<file path="src/rtl/dispatch_controller.sv">
// Dispatches producer words to one of two destinations selected by a data bit,
// stalling while the chosen destination is full and dropping the word on timeout.
module dispatch_controller #(
  parameter int DATA_BITS = 32,
  parameter int DEST_BIT  = 31,
  parameter int TIMEOUT   = 255,
  parameter int CNT_BITS  = 16
) (
  input  logic                 clk,
  input  logic                 reset,
  input  logic                 wr_req,
  input  logic [DATA_BITS-1:0] data_in,
  output logic                 ready,
  input  logic                 full1,
  input  logic                 full2,
  output logic                 selector,
  output logic [DATA_BITS-1:0] data_out,
  output logic                 wr_en1,
  output logic                 wr_en2,
  output logic                 drop_err,
  output logic [CNT_BITS-1:0]  cnt1,
  output logic [CNT_BITS-1:0]  cnt2
);

  localparam int STALL_W = (TIMEOUT < 1) ? 1 : $clog2(TIMEOUT + 1);
  localparam logic [STALL_W-1:0] TIMEOUT_V = STALL_W'(TIMEOUT);

  typedef enum logic [1:0] {IDLE, CHECK, ISSUE} state_t;

  state_t               state_q, state_d;
  logic [DATA_BITS-1:0] hold_q, hold_d;
  logic                 dest_q, dest_d;
  logic [STALL_W-1:0]   stall_q, stall_d;
  logic                 ready_q, ready_d;
  logic                 selector_q, selector_d;
  logic [DATA_BITS-1:0] data_out_q, data_out_d;
  logic                 wr_en1_q, wr_en1_d;
  logic                 wr_en2_q, wr_en2_d;
  logic                 drop_err_q, drop_err_d;
  logic [CNT_BITS-1:0]  cnt1_q, cnt1_d;
  logic [CNT_BITS-1:0]  cnt2_q, cnt2_d;
  logic                 dest_full;

  // Only the full flag of the latched destination matters.
  assign dest_full = dest_q ? full2 : full1;

  always_comb begin
    state_d    = state_q;
    hold_d     = hold_q;
    dest_d     = dest_q;
    stall_d    = stall_q;
    ready_d    = ready_q;
    selector_d = selector_q;
    data_out_d = data_out_q;
    wr_en1_d   = 1'b0;
    wr_en2_d   = 1'b0;
    drop_err_d = 1'b0;
    cnt1_d     = cnt1_q;
    cnt2_d     = cnt2_q;
    case (state_q)
      IDLE: begin
        if (wr_req) begin
          hold_d  = data_in;
          dest_d  = data_in[DEST_BIT];
          stall_d = '0;
          ready_d = 1'b0;
          state_d = CHECK;
        end
      end
      CHECK: begin
        if (!dest_full) begin
          selector_d = dest_q;
          data_out_d = hold_q;
          wr_en1_d   = ~dest_q;
          wr_en2_d   = dest_q;
          state_d    = ISSUE;
        end else if (stall_q == TIMEOUT_V) begin
          drop_err_d = 1'b1;
          ready_d    = 1'b1;
          state_d    = IDLE;
        end else begin
          stall_d = stall_q + 1'b1;
        end
      end
      ISSUE: begin
        // Counters advance as the strobe cycle completes.
        if (wr_en1_q) cnt1_d = cnt1_q + 1'b1;
        if (wr_en2_q) cnt2_d = cnt2_q + 1'b1;
        ready_d = 1'b1;
        state_d = IDLE;
      end
      default: begin
        ready_d = 1'b1;
        state_d = IDLE;
      end
    endcase
  end

  always_ff @(posedge clk) begin
    if (reset) begin
      state_q    <= IDLE;
      hold_q     <= '0;
      dest_q     <= 1'b0;
      stall_q    <= '0;
      ready_q    <= 1'b1;
      selector_q <= 1'b0;
      data_out_q <= '0;
      wr_en1_q   <= 1'b0;
      wr_en2_q   <= 1'b0;
      drop_err_q <= 1'b0;
      cnt1_q     <= '0;
      cnt2_q     <= '0;
    end else begin
      state_q    <= state_d;
      hold_q     <= hold_d;
      dest_q     <= dest_d;
      stall_q    <= stall_d;
      ready_q    <= ready_d;
      selector_q <= selector_d;
      data_out_q <= data_out_d;
      wr_en1_q   <= wr_en1_d;
      wr_en2_q   <= wr_en2_d;
      drop_err_q <= drop_err_d;
      cnt1_q     <= cnt1_d;
      cnt2_q     <= cnt2_d;
    end
  end

  assign ready    = ready_q;
  assign selector = selector_q;
  assign data_out = data_out_q;
  assign wr_en1   = wr_en1_q;
  assign wr_en2   = wr_en2_q;
  assign drop_err = drop_err_q;
  assign cnt1     = cnt1_q;
  assign cnt2     = cnt2_q;

endmodule

</file>
<file path="config.mk">
export PLATFORM = sky130hd
export DESIGN_NAME = dispatch_controller
export DESIGN_NICKNAME = d
export VERILOG_FILES = /design/src/rtl/dispatch_controller.sv
export SDC_FILE = /design/constraint.sdc
export NUM_CORES = 1
export LEC_CHECK = 0
export CAP_MARGIN = 20
export CORE_AREA = 5 5 101 103
export CTS_BUF_LIST = sky130_fd_sc_hd__clkbuf_8
export CTS_CLUSTER_SIZE = 12
export DETAILED_ROUTE_END_ITERATION = 8
export DIE_AREA = 0 0 106 108
export PLACE_DENSITY_LB_ADDON = 0.1
export SLEW_MARGIN = 20
export SYNTH_ARGS = -nofsm -noshare
export SYNTH_HDL_FRONTEND = slang
export SYNTH_SLANG_ARGS = --single-unit
</file>
<file path="constraint.sdc">
create_clock -name clk -period 2.3 [get_ports clk]
set_input_delay 0.23 -clock clk [delete_from_list [all_inputs] [get_ports clk]]
set_output_delay 0.23 -clock clk [all_outputs]
set_load 0.005 [all_outputs]
</file>
==> Word level (Yosys, flattened, before mapping) <==
Cells that the tools add are included.
Widths: inputs -> output; s select.
{ "classes": {"n_addsub": 3, "eq_ne": 8, "mux": 14, "bitwise": 3, "n_reduce_logical": 11} }
{ "op_table": {"columns": ["operator", "count"], "rows": [
  ["$add 16x1->16 const B", 2],
  ["$mux 8", 3],
  ["$pmux 8 s2", 1],
  ["$reduce_and 2->1", 5],
  ["$add 8x1->8 const B", 1],
  ["$eq 8x8->1 const B", 1],
  ["$ne 2x2->1 const B", 4],
  ["$mux 2", 3],
  ["$reduce_or 3->1", 2],
  ["$mux 1", 5],
  ["$pmux 2 s2", 1],
  ["$reduce_and 4->1", 1],
  ["$ne 3x3->1 const B", 1],
  ["$not 1->1", 3],
  ["$reduce_and 3->1", 1],
  ["$eq 2x1->1 const B", 1],
  ["$eq 2x2->1 const B", 1],
  ["$logic_not 2->1", 1],
  ["$pmux 1 s2", 1],
  ["$reduce_bool 2->1", 1]
]} }
{ "totals": {"register_bits": 112, "output_inout_bits": 69, "wordCells": 51} }

==> Logic depth before layout (Yosys ltp) <==
{ "depth": {"word_depth": 4, "ltp_mapped": 6, "ltp_nobuf": 5} }

==> Worst setup path after synthesis <==
Ideal clock, no wire load.
{ "synth_timing": {"kind": "register -> register", "start": "register cnt1_q[0] (netlist: cnt1[0])", "end": "register cnt1_q[14] (netlist: cnt1[14])", "setup_time_ps": 70, "arrival_ps": 1626, "required_ps": 2230, "setup_slack_ps": 604, "stages_incl_launch_ff": 6, "path_buffers": 0, "synth_period_minus_slack_ps": 1696, "path_cell_list": "dfxtp_1 > ha_1 > nand2_1 > or4_1 > or3_1 > a21oi_1"} }
{ "synth_via": {"elab_chain_len": 1} }
{ "synth_lines": {"columns": ["element", "line_no", "source"], "rows": [
  ["start, declared", "40", "logic [CNT_BITS-1:0] cnt1_q, cnt1_d;"],
  ["start signal, assigned", "124", "cnt1_q <= cnt1_d;"],
  ["$add 16x1->16", "87", "if (wr_en1_q) cnt1_d = cnt1_q + 1'b1;"]
]} }
Every way passes these cells.
A chain may end at the register's enable or synchronous reset.

==> Worst setup path after layout <==
{ "layout_timing": {"start": "register state_q[1]", "end": "register ready_q (netlist: ready)"} }
{ "layout_via": {"elab_chain_len": 3, "elab_cells_between_ends": 7, "classes_between": "eq/ne: 4; mux: 1; reduce/logical: 2"} }
{ "layout_lines": {"columns": ["element", "line_no", "source"], "rows": [
  ["start, declared", "30", "state_t state_q, state_d;"],
  ["start signal, assigned", "114", "state_q <= state_d;"],
  ["$eq 2x1->1 or $logic_not 2->1 (tied branches)", "60", "case (state_q)"],
  ["$ne 2x2->1 (no source line)", null, null],
  ["$reduce_and 3->1 (no source line)", null, null],
  ["end signal, assigned", "118", "ready_q <= ready_d;"],
  ["end, declared", "34", "logic ready_q, ready_d;"]
]} }
Parallel ways exist; a longest one is shown, timed or not.

==> qor.csv <==
stage;metric;value;unit
drt;wl_per_cell;14.1;um
place;port_buffers;105;
flow_run;maxCapViolCount;0;
floorplan;die_area;11400;um2
place;place_area;5470;um2
global_routing;grtUsageMet2;0.304;
drt;routed_wl;10200;um
synth;synth_cell_types;49;
worst_setup_path;timing.critical_path.to;ready$_SDFFE_PP1P_;
layout;synthToLayoutAreaGrowth;30.5;%
drt;drtIter0Drc;197;
timing;fin_crit;1.95;ns
min_path;min_path_type;in -> reg;
global_routing;grtUsageMet1;0.234;
synth;ys_top_cells_by_area;dfxtp_1, nand2_1, a21oi_1;
synth;ys_seq_area_frac;0.508;
worst_setup_path;cp_slowest_cell;or2_2;
clocking;post_cts_buffers;0;
worst_setup_path;reg2reg_slack;0.35;ns
worst_setup_path;r2r_cells;4;
clocking;htreeDepth;3;
synth;ys_warn_count;0;
global_routing;antenna_found_initial;0;
synth;yosys.area_share.simple;0.265;
pwr;power_per_cell_area;589;nW/um2
worst_setup_path;crit_chain;nand2b_1 > or2_2 > o211ai_1 > a21bo_2;
synth;synthArstFlopShare;0;
timing;clock-skew-final;0.0112;ns
timing;max_slew.worst_pin.slew;0.675;ns
layout;drive_above_1_share;0.0631;
floorplan;start_util;0.476;
clocking;cts_resized;0;
pwr;power_frac_comb;0.083;
pwr;sw_frac_of_total;0.252;
synth;synth_top_area_frac;0.508;
pwr;p_clk_frac;0.321;
worst_setup_path;crit_fanout;34;
timing;period_share;0.849;
run_status;status;complete, no violations;
clocking;path_clk_slew;0.10;ns
worst_setup_path;required;2.56;ns
floorplan;die_w;106;um
global_routing;grtUsageMet3;0.0376;
worst_setup_path;cp_num_buf_inv;0;
worst_setup_path;max_stage_delay;0.60;ns
timing;fin_tns_setup;0;ns
timing;drv_slew;0;
synth;synth_ff_type;dfxtp_1;
floorplan;num_io_pins;106;
worst_setup_path;reg2reg_from;state_q[1]$_SDFFE_PP0P_;
worst_setup_path;crit_family;simple AND/OR/NAND/NOR gates;
pwr;internal_power;2.49;mW
worst_setup_path;critPathArrivalTime;2.21;ns
global_routing;overflow;0;
floorplan;core_area;9110;um2
synth;syn-instance-count;518;
drt;via_per_inst;5.25;
synth;yosysTopAreaCell;dfxtp_1;
global_routing;top_usage_layer;met2;
worst_setup_path;crit_cells;4;
global_routing;first_global_vias;3668;
layout;layout.cells.non_filler;729;
floorplan;fp.dieH;108;um
worst_setup_path;critPathLaunch;state_q[1]$_SDFFE_PP0P_;
synth;synth-edff-count;0;
timing;slew_headroom;0.550;
synth;ys_ff_latch;110;
layout;fill_cells;849;
place;dp_hpwl;7020;um
clocking;cts_tree;yes;
layout;fin_area;5650;um2
pwr;power_frac_seq;0.597;
clocking;clock_tree.root_cell;clkbuf_8;
timing;hold_viol;0;
drt;vias;3827;
drt;drcViolationCount;0;
place;dp_cells;713;
place;dpl_worst_slack;0.202;ns
worst_setup_path;crit_type;reg -> reg;
synth;avgSynthCellArea;8.36;um2
place;place_congestion;0.820;
clocking;cts_made_buffers;9;
global_routing;grt_pass1_wl;17300;um
layout;finalNetCount;653;
layout;diodes;0;
clocking;clock_sinks;110;
synth;muxShareOfSynthArea;0.0150;
worst_setup_path;setup.worst_path.start_class;register;
timing;rsz0062_at_grt;false;
drt;antenna_left;0;
clocking;holdBufCountCts;0;
drt;drt_first_pass_iters;4;
floorplan;num_rows;35;
timing;setup_viol;0;
global_routing;grt_max_degree;53;
timing;clock.fmax;512;MHz
synth;synth_nets;558;
worst_setup_path;r2r_end;ready$_SDFFE_PP1P_;
synth;synth_compound_area_frac;0.133;
pwr;ir_drop;0.000272;V
synth;synth_area;4330;um2
clocking;clock_latency;0.36;ns
worst_setup_path;endpoint_kind;register;
clocking;clk_path_buf_depth;2;
synth;synth_xor_area_frac;0.0404;
synth;synth_top_family_by_area;simple AND/OR/NAND/NOR gates;
timing;setup_ws;0.348;ns
synth;synth-adder-area-share;0.00867;
global_routing;track_usage;0.182;
pwr;p_leak;2.00;nW
pwr;p_switching;0.839;mW
## registers in the layout, summed over array words and instances, names as in the netlist, 2 cells and up
register / cells
data_out: 31
cnt1: 16
state_q: 2
stall_q: 8
hold_q: 31
cnt2: 16
## cells in the mapped netlist, types with 5 or more instances
cell type and number:
or3_1 5, clkbuf_1 18, dfxtp_1 110, nor4_1 6, nand3_1 14, a21oi_1 74, nand2b_1 5, xnor2_1 14
nand4_1 7, nor2_1 33, o21ai_0 9, nor3_1 8, xor2_1 6, buf_1 7, nand2_1 139
## through the flow
stage / utilization / hold WS, ns / total power [mW]
after detailed placement: 0.601 / 0.446 / 2.31
after global placement: 0.601 / 0.436 / 2.30
final: 0.620 / 0.206 / 3.33
after global routing: 0.620 / 0.206 / 3.49
after floorplan: - / 0.366 / 2.17
after CTS: 0.620 / 0.190 / 3.37
## per-layer routing
layer  vias up  share of wire
met3         6          0.053
met4         0          0.012
met5         -              0
li1       1949              -
met2        92           0.48
met1      1780           0.45
## power by group through the flow
stage / sequential, mW / clock [mW] / combinational, mW
CTS: 1.99 / 1.11 / 0.278
global placement: 2.03 / 0 / 0.274
finish: 1.99 / 1.07 / 0.276
floorplan: 2.02 / 0 / 0.152
detailed placement: 2.03 / 0 / 0.277
global route: 2.00 / 1.19 / 0.306
## cells in the final DEF (no fill, tap or decap), types with 5 or more instances in the layout
cell type,Yosys,final
nor3_1,8,8
nand4_1,7,7
nor4_1,6,6
nand2b_1,5,5
xnor2_1,14,14
o21ai_0,9,9
clkbuf_8,0,9
dfxtp_1,110,110
nor2_1,33,32
nand3_1,14,14
or3_1,5,5
nand2_1,139,139
buf_4,1,9
a21oi_1,74,74
xor2_1,6,6
clkdlybuf4s50_1,0,104
## how the worst min path moves through the flow
stage | end | start | depth (start not counted)
2_1_floorplan | hold_q[0]$_SDFFE_PP0P_ | data_in[0] | 2
3_3_place_gp | data_out[24]$_SDFFE_PP0P_ | hold_q[24]$_SDFFE_PP0P_ | 2
3_5_place_dp | data_out[17]$_SDFFE_PP0P_ | data_out[17]$_SDFFE_PP0P_ | 2
4_1_cts | data_out[27]$_SDFFE_PP0P_ | reset | 2
5_1_grt | cnt1[0]$_SDFFE_PP0P_ | reset | 2
6_report | cnt1[14]$_SDFFE_PP0P_ | reset | 2
## cell type report
cell class / count / area (um2) / area share
flip-flops and latches: 110 / 2200 / 0.390
clock inverters: 7 / 56.3 / 0.00996
inverters: 3 / 11.3 / 0.00199
multi-input cells: 376 / 2010 / 0.356
clock buffers: 9 / 124 / 0.0219
repair buffers: 113 / 1110 / 0.196
well taps: 111 / 139 / 0.0246
## cells by family after synthesis
family                   count (synthesis)
flip-flops                             110
buffers and inverters                   32
adder cells (fa/ha/maj)                  3
AND/OR/NAND/NOR                        245
multiplexers                             6
AO/OA/AOI/OAI                          102
XOR/XNOR                                20
Note: power is estimated with default switching activity, not from simulation.
